--- config.mk ---
export PLATFORM = sky130hd
export DESIGN_NAME = vga_timing
export DESIGN_NICKNAME = d
export VERILOG_FILES = /design/src/rtl/vga_pkg.sv /design/src/rtl/pix_tick_gen.sv /design/src/rtl/vga_timing.sv
export SDC_FILE = /design/constraint.sdc
export NUM_CORES = 1
export LEC_CHECK = 0
export BUFFER_PORTS_ARGS = -buffer_cell sky130_fd_sc_hd__buf_4
export CORE_UTILIZATION = 45
export CTS_CLUSTER_SIZE = 30
export DETAILED_ROUTE_END_ITERATION = 6
export PLACE_DENSITY = 0.78
export SYNTH_ARGS = -nofsm -noshare
export SYNTH_HDL_FRONTEND = slang
export SYNTH_SLANG_ARGS = --single-unit
--- constraint.sdc ---
create_clock -name clk -period 2.2 [get_ports clk]
set_input_delay 0.33 -clock clk [delete_from_list [all_inputs] [get_ports clk]]
set_output_delay 0.33 -clock clk [all_outputs]
set_load 0.005 [all_outputs]
--- src/rtl/vga_pkg.sv ---
// rtl/vga_pkg.sv - shared VGA timing defaults, sync windows and pixel colour type
package vga_pkg;

   // Counter width shared by the timing core and the graphics stage
   localparam int CNT_W = 10;
   localparam int CNT_MAX = (1 << CNT_W) - 1;

   // Default 640x480@60 geometry
   localparam int CLK_DIV_DEF  = 2;
   localparam int H_ACTIVE_DEF = 640;
   localparam int H_FP_DEF     = 16;
   localparam int H_SYNC_DEF   = 96;
   localparam int H_BP_DEF     = 48;
   localparam int V_ACTIVE_DEF = 480;
   localparam int V_FP_DEF     = 10;
   localparam int V_SYNC_DEF   = 2;
   localparam int V_BP_DEF     = 33;

   localparam int H_TOTAL = H_ACTIVE_DEF + H_FP_DEF + H_SYNC_DEF + H_BP_DEF;
   localparam int V_TOTAL = V_ACTIVE_DEF + V_FP_DEF + V_SYNC_DEF + V_BP_DEF;

   // Inclusive sync windows for the default geometry
   localparam int H_SYNC_START = H_ACTIVE_DEF + H_FP_DEF;
   localparam int H_SYNC_END   = H_ACTIVE_DEF + H_FP_DEF + H_SYNC_DEF - 1;
   localparam int V_SYNC_START = V_ACTIVE_DEF + V_FP_DEF;
   localparam int V_SYNC_END   = V_ACTIVE_DEF + V_FP_DEF + V_SYNC_DEF - 1;

   typedef struct packed {
      logic [2:0] r;
      logic [2:0] g;
      logic [1:0] b;
   } rgb332_t;

   // True when c lies in the inclusive window [lo, hi]
   function automatic logic in_window(input logic [CNT_W-1:0] c,
                                      input logic [CNT_W-1:0] lo,
                                      input logic [CNT_W-1:0] hi);
      return (c >= lo) && (c <= hi);
   endfunction

endpackage

--- src/rtl/pix_tick_gen.sv ---
// rtl/pix_tick_gen.sv - divides the system clock down to a one-clock pixel tick
module pix_tick_gen
   import vga_pkg::*;
#(
   parameter int CLK_DIV = CLK_DIV_DEF
) (
   input  logic clk,
   input  logic rst,
   output logic pix_en
);

   localparam int DW = $clog2(CLK_DIV);
   localparam logic [DW-1:0] LAST = DW'(CLK_DIV - 1);

   logic [DW-1:0] div_q;
   logic [DW-1:0] div_d;

   // Next divider value: count up and wrap after the last phase
   always_comb begin
      div_d = div_q + DW'(1);
      if (div_q == LAST) begin
         div_d = '0;
      end
   end

   // Divider register, cleared immediately on reset
   always_ff @(posedge clk or posedge rst) begin
      if (rst) begin
         div_q <= '0;
      end else begin
         div_q <= div_d;
      end
   end

   // Tick on the last phase; reset holds div_q at 0 so no tick during reset
   assign pix_en = (div_q == LAST);

endmodule

--- src/rtl/vga_timing.sv ---
// rtl/vga_timing.sv - VGA raster counters, sync decode and registered pixel output
module vga_timing
   import vga_pkg::*;
#(
   parameter int CLK_DIV  = CLK_DIV_DEF,
   parameter int H_ACTIVE = H_ACTIVE_DEF,
   parameter int H_FP     = H_FP_DEF,
   parameter int H_SYNC   = H_SYNC_DEF,
   parameter int H_BP     = H_BP_DEF,
   parameter int V_ACTIVE = V_ACTIVE_DEF,
   parameter int V_FP     = V_FP_DEF,
   parameter int V_SYNC   = V_SYNC_DEF,
   parameter int V_BP     = V_BP_DEF
) (
   input  logic             clk,
   input  logic             rst,
   output logic [CNT_W-1:0] hc,
   output logic [CNT_W-1:0] vc,
   output logic             pix_en,
   output logic             active,
   output logic             frame_start,
   input  logic [2:0]       red_in,
   input  logic [2:0]       green_in,
   input  logic [1:0]       blue_in,
   output logic             vga_hs,
   output logic             vga_vs,
   output logic [2:0]       vga_r,
   output logic [2:0]       vga_g,
   output logic [1:0]       vga_b
);

   localparam int H_TOT = H_ACTIVE + H_FP + H_SYNC + H_BP;
   localparam int V_TOT = V_ACTIVE + V_FP + V_SYNC + V_BP;

   // Geometry must fit the 10-bit counters and the divider range
   if (H_TOT > CNT_MAX || V_TOT > CNT_MAX) begin : g_bad_geometry
      $error("vga_timing: H or V total exceeds counter range");
   end
   if (CLK_DIV < 2 || CLK_DIV > 16) begin : g_bad_clk_div
      $error("vga_timing: CLK_DIV must be 2..16");
   end

   localparam logic [CNT_W-1:0] H_LAST  = CNT_W'(H_TOT - 1);
   localparam logic [CNT_W-1:0] V_LAST  = CNT_W'(V_TOT - 1);
   localparam logic [CNT_W-1:0] H_ACT_L = CNT_W'(H_ACTIVE);
   localparam logic [CNT_W-1:0] V_ACT_L = CNT_W'(V_ACTIVE);
   localparam logic [CNT_W-1:0] HS_LO   = CNT_W'(H_ACTIVE + H_FP);
   localparam logic [CNT_W-1:0] HS_HI   = CNT_W'(H_ACTIVE + H_FP + H_SYNC - 1);
   localparam logic [CNT_W-1:0] VS_LO   = CNT_W'(V_ACTIVE + V_FP);
   localparam logic [CNT_W-1:0] VS_HI   = CNT_W'(V_ACTIVE + V_FP + V_SYNC - 1);

   logic [CNT_W-1:0] hc_q, hc_d;
   logic [CNT_W-1:0] vc_q, vc_d;
   logic             hs_n, vs_n;
   logic             hs_q, vs_q;
   rgb332_t          rgb_in, rgb_q;

   pix_tick_gen #(
      .CLK_DIV(CLK_DIV)
   ) u_tick (
      .clk    (clk),
      .rst    (rst),
      .pix_en (pix_en)
   );

   // Raster advance: hc steps per pixel tick, vc steps when hc wraps
   always_comb begin
      hc_d = hc_q;
      vc_d = vc_q;
      if (pix_en) begin
         if (hc_q == H_LAST) begin
            hc_d = '0;
            if (vc_q == V_LAST) begin
               vc_d = '0;
            end else begin
               vc_d = vc_q + CNT_W'(1);
            end
         end else begin
            hc_d = hc_q + CNT_W'(1);
         end
      end
   end

   // Raster counter registers
   always_ff @(posedge clk or posedge rst) begin
      if (rst) begin
         hc_q <= '0;
         vc_q <= '0;
      end else begin
         hc_q <= hc_d;
         vc_q <= vc_d;
      end
   end

   assign hc          = hc_q;
   assign vc          = vc_q;
   assign active      = (hc_q < H_ACT_L) && (vc_q < V_ACT_L);
   assign frame_start = pix_en && (hc_q == '0) && (vc_q == '0);

   assign hs_n   = ~in_window(hc_q, HS_LO, HS_HI);
   assign vs_n   = ~in_window(vc_q, VS_LO, VS_HI);
   assign rgb_in = '{r: red_in, g: green_in, b: blue_in};

   // Output stage: sample syncs and blanked colour once per pixel tick
   always_ff @(posedge clk or posedge rst) begin
      if (rst) begin
         hs_q  <= 1'b1;
         vs_q  <= 1'b1;
         rgb_q <= '0;
      end else if (pix_en) begin
         hs_q  <= hs_n;
         vs_q  <= vs_n;
         rgb_q <= active ? rgb_in : '0;
      end
   end

   assign vga_hs = hs_q;
   assign vga_vs = vs_q;
   assign vga_r  = rgb_q.r;
   assign vga_g  = rgb_q.g;
   assign vga_b  = rgb_q.b;

endmodule

## After elaboration in Yosys (flattened, before gate mapping)

Cells that the tools add are included.

- Input bits: 10
- Bits in read-only memories: 0
- Bits in latches: 0
- Memory bits (writable): 0
- Memories kept: 0
- Output and inout port bits: 33
- Register bits after elaboration: 31
- Word-level logic and storage cells: 33

- $lt $le $gt $ge: 6
- Shifts and indexed selects: 0
- Multiply operators: 0
- Mux-type cells: 4
- Equal/unequal tests: 2
- Bitwise logic cells: 2
- Reduce and logical (&&, ||, !) cells: 8
- Add/subtract/negate cells: 3
- Div/mod/pow operators: 0

Operator list:

| kind | count |
|---|---|
| 10-bit by 1-bit adder with 10-bit output (second input constant) | 2 |
| 10-bit equality test (second input constant) | 2 |
| 10-bit logical NOT | 2 |
| 10-bit two-way mux | 2 |
| 10-bit greater-or-equal comparator (second input constant) | 1 |
| 10-bit by 9-bit greater-or-equal comparator with 1-bit output (second input constant) | 1 |
| 10-bit <= comparator (second input constant) | 1 |
| 10-bit by 9-bit <= comparator with 1-bit output (second input constant) | 1 |
| 10-bit < comparator (second input constant) | 1 |
| 10-bit by 9-bit < comparator with 1-bit output (second input constant) | 1 |
| 8-bit two-way mux | 1 |
| 1-bit logical AND | 5 |
| 1-bit NOT | 2 |
| 2-bit AND reduction | 1 |
| 1-bit adder (second input constant) | 1 |
| 1-bit two-way mux | 1 |

## Depth between registers and ports, before layout

Gate-level depths: netlist of run 1.

- Depth after elaboration: 3
- Gate-level depth with buffers: 6
- Gate-level depth less buffers: 6

## Hierarchy

A second synthesis of run 1 with hierarchy kept.

- Cells, all modules: 168
- Area, all modules: 1550.2 µm²

By module, submodules not included:

| module | area each (µm²) | instances | cells an instance |
|---|---|---|---|
| vga_timing | 1517.7 | 1 | 165 |
| pix_tick_gen | 32.5 | 1 | 3 |

## Least setup slack after synthesis of run 1

OpenSTA, ideal clock, no wires.

- Kind: register -> register
- Start: register hc_q[0], in the netlist hc[0]
- End: register vc_q[4], in the netlist vc[4]
- Setup slack: 289 ps
- Period minus slack after synthesis: 1911 ps
- Setup time: 66 ps
- Buffers on the path: 0
- Data arrival time: 1845 ps
- Cell stages (with the launch flop): 6
- Cell sequence: dfrtp_1 > ha_1 > nand2_1 > or4_4 > or4b_1 > nand2_1

- Word-level cells in the longest chain between the ends: 2

Ends and longest elaborated chain:

| element | RTL line | text |
|---|---|---|
| start: declaration | vga_timing.sv:52 | `logic [CNT_W-1:0] hc_q, hc_d;` |
| start signal: assignment | vga_timing.sv:87 | `hc_q <= '0;` |
| start signal: assignment | vga_timing.sv:90 | `hc_q <= hc_d;` |
| 10-bit equality test | vga_timing.sv:71 | `if (hc_q == H_LAST) begin` |
| 2-bit AND reduction (no line) | n/a |  |
| end signal: assignment | vga_timing.sv:91 | `vc_q <= vc_d;` |
| end: declaration | vga_timing.sv:53 | `logic [CNT_W-1:0] vc_q, vc_d;` |

Every way passes these cells.
A chain may end at the register's enable or synchronous reset.

## Worst setup path in the final report of run 1

- Start: register vc_q[0], in the netlist vc[0]
- End: output frame_start

- Word-level cells in the longest chain between the ends: 2

Ends and longest elaborated chain:

| element | RTL line | text |
|---|---|---|
| 10-bit logical NOT | vga_timing.sv:98 | `assign frame_start = pix_en && (hc_q == '0) && (vc_q == '0);` |
| 1-bit logical AND | vga_timing.sv:98 |  |
| end: declaration | vga_timing.sv:21 | `output logic frame_start,` |

Every way passes these cells.

==> out/results.ini, run 1 <==
[logic_synthesis]
synth_area_mm2 = 0.001574
synth.distinct_cells = 43
synth_edf_count = 0
syn_inst = 154
ys.flop_type = dfrtp_1
syn_area_per_cell_um2 = 10.22
synth_seq_area_share_pct = 49.44
yosys_warnings = 0
synth_fp_nets = 168
async_flop_share_pct = 100.0
synth.ff_latch_count = 31

[drt]
via_per_inst = 5.559
routedWlPerCell_um = 15.31
ant_nets = 0
finalWirelength_um = 3889
drt_iter0_markers = 57
drc_errors = 0
dr.pass1.iters = 4
num_vias = 1412

[floorplanning]
start_util_pct = 47.17
die_area_mm2 = 0.003738
rows = 21
die_h_um = 61.14
die_x_um = 61.14
io_pins = 43
core_area_mm2 = 0.003337

[sta]
fmax_mhz = 471.4
maxSlewHeadroom_pct = 67.26
holdWs_ns = 0.06951
finalSetupViolations = 0
hold_violations = 0
tightest_slew_ns = 0.4874
finalCritPeriodShare_pct = 96.43
skew_ns = 0.007733
tns_ns = 0
post-route-min-period_ns = 2.122
timing.final.max_slew_violations = 0
finalWorstSetupSlack_ns = 0.07846

[pwr]
finalPower_mw = 1.086
p_int_mw = 0.8690
swShare_pct = 19.99
leakagePower_nw = 1.025
switchingPower_mw = 0.2171
power_frac_comb_pct = 4.1
p_per_area_mw_per_mm2 = 517.7
ir_worst_vdd_mv = 0.3468
seqPwrFrac_pct = 53.5
p_clk_share_pct = 42.4

[cells_and_area]
stdcell_area_mm2 = 0.002098
drive_above_1_share_pct = 35.10
layout-area-overhead-vs-synth_pct = 33.31
diodes = 0
nNetsFinal = 221
fin_util_pct = 62.88
finalNonFillerCells = 254

[placed_design]
dp_hpwl_um = 2813
gp_congestion = 0.8461
place_ws_ns = 0.1294
placed_cells = 244
place.port_buffers = 42
place_area_mm2 = 0.001972

[global_routing]
grt_pass1_wl_um = 6141
overflow = 0
grt_max_degree = 32
grt_usage_pct = 23.25
antenna_found_initial = 0
grt_pass1_vias = 1350

[clocking]
clkTransAtPathRegs_ns = 0.10
cts_made_buffers = 5
cts_root_buf = clkbuf_4
htree_levels = 2
clkLatencyLatePin_ns = 0.33
cts_buffer_depth = 2
cts_tree = built
clock-sinks = 31

[critical_path]
critical_path_class = flop to output port
critPathCaptureType = output port
worst-endpoint-required_ns = 1.87
worstPathArrival_ns = 1.79
critPathMaxFanout = 3
cp-start-kind = flop

[outcome]
outcome = completed

[worst_hold_path]
min_path_type = primary input to async pin

[flow_run]
cap_viol_max_count = 0

metal layers:
layer / global-route usage [%] / share of wire, %
met1: 27.32 / 42
met2: 36.96 / 49
met3: 6.933 / 5.5
met4: 15.26 / 3.0
met5: 0 / 0
critical path, cell delays in order, from the launching register on:
cell and delay (ns):
dfrtp_2 0.42, inv_1 0.09, ha_2 0.19, nor4b_4 0.27
nand4_1 0.16, nor3_2 0.20, buf_4 0.14
worst paths after layout:
kind	from	to	slack [ns]	depth (start not counted)
min reg2reg	vga_b[1]$_DFFE_PP0P_	vga_b[1]$_DFFE_PP0P_	0.50	1
min in group clk	red_in[2]	vga_r[2]$_DFFE_PP0P_	0.24	3
max in group asynchronous	rst	vga_hs$_DFFE_PP1P_	1.80	3
max reg2reg	hc[0]$_DFFE_PP0P_	vc[3]$_DFFE_PP0P_	0.20	6
max	vc[0]$_DFFE_PP0P_	frame_start	0.08	6
min	rst	vc[6]$_DFFE_PP0P_	0.07	3
flip-flops by register name, indices dropped and copies added (netlist names):
name and cells:
hc 10, vga_r 3, u_tick.pix_en 1, vga_hs 1, vga_b 2, vc 10
vga_vs 1, vga_g 3
cell usage after synthesis, types with 2 or more instances:
master,count,area share (%)
dfrtp_1,29,46
nand2_1,19,4.5
inv_1,9,2.1
o21ai_0,9,2.9
nand3_1,8,2.5
o2bb2ai_1,8,4.5
nand4_1,7,2.8
xnor2_1,6,3.3
a21oi_1,5,1.6
nor3_1,5,1.6
ha_1,4,3.2
nor2_1,4,0.95
and3_1,3,1.2
nor4_1,3,1.2
xor2_1,3,1.7
clkbuf_1,2,0.48
dfstp_2,2,3.3
or3_1,2,0.79
or4_4,2,1.4
logic make-up (layout without fill, tap and decap cells):
group                      count (synthesis)  count (layout)  synth area share [%]
buffers and inverters                     14              68                 3.895
DFF                                       31              31                 49.44
and+or+nand+nor                           65              65                 24.96
xor gates and xnor gates                   9               9                 5.008
AOI/OAI and AO/OA                         31              31                 13.51
adders and majority gates                  4               4                 3.180
cell usage in the layout (no fill, tap or decap), drive strengths merged, types with 4 or more instances in the layout:
cell type	n
dfrtp	29
nand4	7
a21oi	5
o21ai	9
clkbuf	6
nor2	4
ha	4
nor3	5
nand3	8
inv	9
buf	51
o2bb2ai	8
nor4	4
nand2	19
xnor2	6
final cells by class:
| type | count | area [um2] |
|---|---|---|
| Inverter | 9 | 33.78 |
| Multi-Input combinational cell | 109 | 757.0 |
| Clock inverter | 2 | 35.03 |
| Fill cell | 305 | 1239 |
| Clock buffer | 6 | 51.30 |
| Sequential cell | 31 | 780.7 |
| Timing Repair Buffer | 51 | 382.9 |
| Tap cell | 46 | 57.56 |
timing repair:
| item | CTS | global route |
|---|---|---|
| hold endpoints to repair | 0 | 0 |
| setup endpoints to repair | 1 | 1 |
| buffers inserted | 0 | 2 |
| pin swaps | 0 | 1 |
| hold buffers | 0 | 0 |
| resized for setup | 2 | 4 |
power groups by stage:
stage / Combinational [mW] / Sequential [mW] / Clock (mW)
floorplan: 0.0150 / 0.593 / 0
global placement: 0.0437 / 0.592 / 0
detailed placement: 0.0455 / 0.592 / 0
CTS: 0.0452 / 0.582 / 0.476
global route: 0.0496 / 0.583 / 0.501
finish: 0.0442 / 0.582 / 0.460
No activity file was read; power rests on OpenSTA's default activity.
==> run 2, diff against run 1 <==
--- a/config.mk
+++ b/config.mk
@@ -9,7 +9,7 @@
 export CORE_UTILIZATION = 45
 export CTS_CLUSTER_SIZE = 30
 export DETAILED_ROUTE_END_ITERATION = 6
-export PLACE_DENSITY = 0.78
+export PLACE_DENSITY = 0.81
 export SYNTH_ARGS = -nofsm -noshare
 export SYNTH_HDL_FRONTEND = slang
 export SYNTH_SLANG_ARGS = --single-unit
==> constraint.sdc (replaced) <==
create_clock -name clk -period 1.75 [get_ports clk]
set_input_delay 0.2625 -clock clk [delete_from_list [all_inputs] [get_ports clk]]
set_output_delay 0.2625 -clock clk [all_outputs]
set_load 0.005 [all_outputs]
==> out/results.ini, run 2 (same netlist as run 1, synthesis figures left out) <==
[critical_path]
cp_slowest_cell = dfrtp_1
cp-endpoint = frame_start
critical_path_class = flop to output port
cp-start-kind = flop
worstPathArrival_ns = 1.71  ; -0.08 ns
crit_chain = buf_4, nor4_1, nand4_1, nor3_2, buf_4
rrSetupSlack_ns = -0.11  ; -0.31 ns
critPathCaptureType = output port
regToRegStartpoint = hc[7]$_DFFE_PP0P_
critPathMaxFanout = 6  ; +3
r2r_cells = 5  ; -1
critPathMaxStageDelay_ns = 0.39  ; -0.03 ns
worst-endpoint-required_ns = 1.49  ; -0.38 ns
timing.rr.end = vc[4]$_DFFE_PP0P_
startpoint = hc[3]$_DFFE_PP0P_
cp_common_cell = buf_4

[floorplanning]
io_pins = 43  ; unchanged
rows = 21  ; unchanged
core_area_mm2 = 0.003337  ; unchanged
die_h_um = 61.14  ; unchanged
start_util_pct = 47.17  ; unchanged
die_area_mm2 = 0.003738  ; unchanged
die_x_um = 61.14  ; unchanged

[clocking]
cts_made_buffers = 5  ; unchanged
cts_root_buf = clkbuf_4
cts_buffer_depth = 2  ; unchanged
clock-sinks = 31  ; unchanged
clkTransAtPathRegs_ns = 0.10  ; about the same
cts_tree = built
cts_hold_buf = 0  ; unchanged
clkLatencyLatePin_ns = 0.34  ; about the same
htree_levels = 2  ; unchanged

[drt]
dr.pass1.iters = 4  ; unchanged
drt_iter0_markers = 193  ; +240%
finalWirelength_um = 4742  ; +22%
ant_nets = 0  ; unchanged
num_vias = 1597  ; +13%
drc_errors = 0  ; unchanged
via_per_inst = 5.545  ; -0.25%
routedWlPerCell_um = 16.47  ; +7.5%

[global_routing]
grt_usage_pct = 27.14  ; +3.9 points
grt_pass1_wl_um = 7265  ; +18%
antenna_found_initial = 0  ; unchanged
overflow = 0  ; unchanged
grt_pass1_vias = 1548  ; +15%
grt_max_degree = 32  ; unchanged

[pwr]
finalPower_mw = 1.195  ; +10%
p_per_area_mw_per_mm2 = 493.1  ; -4.8%
ir_worst_vdd_mv = 0.3728  ; +7.5%
leakagePower_nw = 1.231  ; +20%

[sta]
finalWorstSetupSlack_ns = -0.2230  ; -0.3014 ns
tightest_slew_ns = 0.4069  ; -0.08050 ns
fmax_mhz = 506.8
timing.final.max_slew_violations = 0  ; unchanged
rsz0062_at_grt = true
finalCritPeriodShare_pct = 112.7
post-route-min-period_ns = 1.973
hold_violations = 0  ; unchanged
finalSetupViolations = 5  ; +5
skew_ns = 0.01315  ; +0.005415 ns
maxSlewHeadroom_pct = 72.87  ; +5.6 points
tns_ns = -0.5103  ; -0.5103 ns
holdWs_ns = 0.007317  ; -0.06220 ns

[flow_run]
cap_viol_max_count = 0  ; unchanged

[placed_design]
place_area_mm2 = 0.002155  ; +9.3%
dp_hpwl_um = 3054  ; +8.6%
place.port_buffers = 42  ; unchanged
placed_cells = 266  ; +9.0%
place_ws_ns = 0.02615  ; -0.1032 ns
gp_congestion = 0.9577  ; +13%

[worst_hold_path]
min_path_type = primary input to async pin

[cells_and_area]
layout_commonest_cell = buf_4
layout_common_cells = buf_4, dfrtp_1, nand2_1, buf_6
fin_util_pct = 72.63  ; +9.7 points
diodes = 0  ; unchanged
nNetsFinal = 255  ; +15%
drive_above_1_share_pct = 46.28  ; +11 points
layout-area-overhead-vs-synth_pct = 53.97
stdcell_area_mm2 = 0.002424  ; +16%
finalNonFillerCells = 288  ; +13%
fillCellCount = 253  ; -17%

[outcome]
outcome = complete, but fails checks
violations = negative setup slack

[run 2: cell count changes in the layout (fill, tap and decap cells not counted), sizes merged]
cell    previous run  this run
clkinv             1         0
buf               51        85
bufinv             1         0
clkbuf             6         8
[run 2: report_power, final]
group	leakage (nW)	total, mW	switching [mW]	internal, mW
Clock	0.0265	0.407	0.247	0.160
Combinational	0.811	0.0562	0.0264	0.0298
Sequential	0.393	0.731	0.00590	0.725
[run 2: what timing repair did]
action	in CTS	in global routing
setup endpoints to repair	2	14
pin swaps	3	9
hold endpoints to repair	0	0
resized for setup	14	14
gates cloned	0	0
setup buffers	7	7
[run 2: final cells by class]
type,count,area [um2],share of cell area [%]
multi-input cells,109,833.3,34.38
inverters,9,33.78,1.394
flip-flops and latches,31,778.2,32.11
well taps,46,57.56,2.375
clock buffers,8,48.80,2.013
repair buffers,85,671.9,27.72
[run 2: metal layers]
| metal | track usage, % | up-vias | wire length (um) |
|---|---|---|---|
| li1 | - | 743 | - |
| met1 | 35.12 | 771 | 1959 |
| met2 | 43.94 | 71 | 2400 |
| met3 | 7.143 | 12 | 260 |
| met4 | 9.740 | 0 | 122 |
| met5 | 0 | - | 0 |
[run 2: worst min path at each step]
| stage | startpoint | endpoint | slack [ns] |
|---|---|---|---|
| finish | rst | hc[8]$_DFFE_PP0P_ | 0.007 |
| global route | rst | vc[9]$_DFFE_PP0P_ | 0.06 |
| CTS | rst | vc[9]$_DFFE_PP0P_ | 0.003 |
| detailed placement | rst | vc[6]$_DFFE_PP0P_ | 0.38 |
| global placement | rst | vc[0]$_DFFE_PP0P_ | 0.36 |
| floorplan | rst | hc[0]$_DFFE_PP0P_ | 0.36 |
[run 2: critical path, delay by kind of cell, from the launching register on]
kind	cells	cell delay, ns
flip-flops	1	0.39
AND/OR/NAND/NOR	3	0.71
buffers and inverters	2	0.29
==> run 3, diff against run 2 <==
--- a/config.mk
+++ b/config.mk
@@ -5,7 +5,7 @@
 export SDC_FILE = /design/constraint.sdc
 export NUM_CORES = 1
 export LEC_CHECK = 0
-export BUFFER_PORTS_ARGS = -buffer_cell sky130_fd_sc_hd__buf_4
+export BUFFER_PORTS_ARGS = -buffer_cell sky130_fd_sc_hd__buf_2
 export CORE_UTILIZATION = 45
 export CTS_CLUSTER_SIZE = 30
 export DETAILED_ROUTE_END_ITERATION = 6
==> out/results.ini, run 3 (same netlist as run 1, synthesis figures left out) <==
[drt]
drc_errors = 0  ; unchanged
drt_iter0_markers = 83  ; -57%
via_per_inst = 5.339  ; -3.7%
ant_nets = 0  ; unchanged
num_vias = 1511  ; -5.4%
dr.pass1.iters = 4  ; unchanged
finalWirelength_um = 3931  ; -17%
routedWlPerCell_um = 13.89  ; -16%

[floorplanning]
die_x_um = 61.14  ; unchanged
die_h_um = 61.14  ; unchanged
die_area_mm2 = 0.003738  ; unchanged
start_util_pct = 47.17  ; unchanged
io_pins = 43  ; unchanged
rows = 21  ; unchanged
core_area_mm2 = 0.003337  ; unchanged

[cells_and_area]
nNetsFinal = 250  ; -2.0%
layout_common_cells = buf_2, dfrtp_1, buf_4, nand2_1
layout_commonest_cell = buf_2
drive_above_1_share_pct = 45.99  ; -0.29 points
diodes = 0  ; unchanged
finalNonFillerCells = 283  ; -1.7%
layout-area-overhead-vs-synth_pct = 47.62

[sta]
hold_violations = 0  ; unchanged
finalCritPeriodShare_pct = 109.2  ; -3.5 points
rsz0062_at_grt = true
post-route-min-period_ns = 1.912  ; -0.06131 ns
finalSetupViolations = 4  ; -1
tightest_slew_ns = 0.3914  ; -0.01550 ns
finalWorstSetupSlack_ns = -0.1617  ; +0.06131 ns
maxSlewHeadroom_pct = 73.66  ; +0.79 points
timing.final.max_slew_violations = 0  ; unchanged
skew_ns = 0.004944  ; -0.008204 ns
tns_ns = -0.3380  ; +0.1723 ns
fmax_mhz = 523.1  ; +3.2%

[critical_path]
cp_slowest_cell = dfrtp_1
cp-start-kind = flop
crit_chain = inv_2, ha_4, nor4b_4, buf_4, nand4_1, nor3_2, buf_2
critPathMaxFanout = 2  ; -4
cp.depth = 7  ; +2
critPathCaptureType = output port
path_buf_inv = 3  ; +1
worstPathArrival_ns = 1.65  ; -0.06 ns
crit_family = simple AND/OR/NAND/NOR gates
critical_path_class = flop to output port
r2r_cells = 6  ; +1
critPathMaxStageDelay_ns = 0.40  ; about the same
worst-endpoint-required_ns = 1.49  ; about the same

[pwr]
leakagePower_nw = 1.200  ; -2.5%
finalPower_mw = 1.367  ; +14%
p_per_area_mw_per_mm2 = 588.2  ; +19%
ir_worst_vdd_mv = 0.4201  ; +13%

[worst_hold_path]
min_path_type = primary input to flop
min_delay_path_depth = 3

[clocking]
clock-sinks = 31  ; unchanged
cts_made_buffers = 5  ; unchanged
htree_levels = 2  ; unchanged
clkLatencyLatePin_ns = 0.33  ; about the same
cts_tree = built
clkTransAtPathRegs_ns = 0.10  ; about the same
cts_buffer_depth = 2  ; unchanged
cts_root_buf = clkbuf_4

[global_routing]
antenna_found_initial = 0  ; unchanged
overflow = 0  ; unchanged
grt_usage_pct = 23.23  ; -3.9 points
grt_pass1_vias = 1331  ; -14%
grt_max_degree = 32  ; unchanged
grt_pass1_wl_um = 6216  ; -14%

[flow_run]
cap_viol_max_count = 0  ; unchanged

[outcome]
violations = negative setup slack
outcome = complete, but fails checks

[placed_design]
placed_cells = 264  ; -0.75%
dp_hpwl_um = 2775  ; -9.1%
place.port_buffers = 42  ; unchanged
gp_congestion = 0.8535  ; -11%

-- run 3: tightest hold or removal path: cells and delay by family --
family	cells	cell delay [ns]
AND/OR/NAND/NOR	1	0.05
buffers and inverters	1	0.09
AO/OA/AOI/OAI	1	0.05
-- run 3: metal layers --
layer  global-route usage (%)  routed length (um)  vias to the layer above
li1                         -                   -                      730
met1                    30.57                1813                      736
met2                    36.96                1880                       39
met3                    6.513                 178                        6
met4                    7.792                  58                        0
met5                        0                   0                        -
-- run 3: timing repair --
action                                  CTS  global route
endpoints found under the hold margin    29             0
cloned                                    0             0
setup buffers                             7             3
resized for setup                        18            10
hold buffers                              1             0
endpoints found under the setup margin    1            11
pin swaps                                 3             6
-- run 3: stage by stage --
stage	cell area (um2)	setup WS, ns	hold WS [ns]	util [%]
floorplan	1592	-0.06011	0.3645	-
global placement	2034	0.03358	0.3613	60.97
detailed placement	2034	0.02097	0.3638	60.97
CTS	2255	-0.1419	0.1488	67.57
global route	2323	-0.3014	0.1582	69.63
finish	2323	-0.1617	0.1599	69.63
-- run 3: final cells by class --
| type | count | area (um2) |
|---|---|---|
| fill | 271 | 1013 |
| multi-input combinational | 109 | 839.6 |
| sequential | 31 | 778.2 |
| timing repair buffer | 80 | 528.0 |
| tap | 46 | 57.56 |
| clock buffer | 6 | 51.30 |
| clock inverter | 2 | 35.03 |
| inverter | 9 | 33.78 |
-- run 3: path summary, 6_finish.rpt --
path / from / to / slack (ns)
setup / recovery: vc[0]$_DFFE_PP0P_ / frame_start / -0.16
hold / removal: red_in[0] / vga_r[0]$_DFFE_PP0P_ / 0.16
setup reg to reg: hc[1]$_DFFE_PP0P_ / vc[4]$_DFFE_PP0P_ / -0.12
hold reg to reg: vga_r[2]$_DFFE_PP0P_ / vga_r[2]$_DFFE_PP0P_ / 0.49
max in group asynchronous: rst / vga_hs$_DFFE_PP1P_ / 0.89
min in group asynchronous: rst / vc[8]$_DFFE_PP0P_ / 0.54
-- run 3: power by group --
group / internal, mW / switching (mW)
clock: 0.337 / 0.253
sequential: 0.725 / 0.00506
combinational: 0.0209 / 0.0254
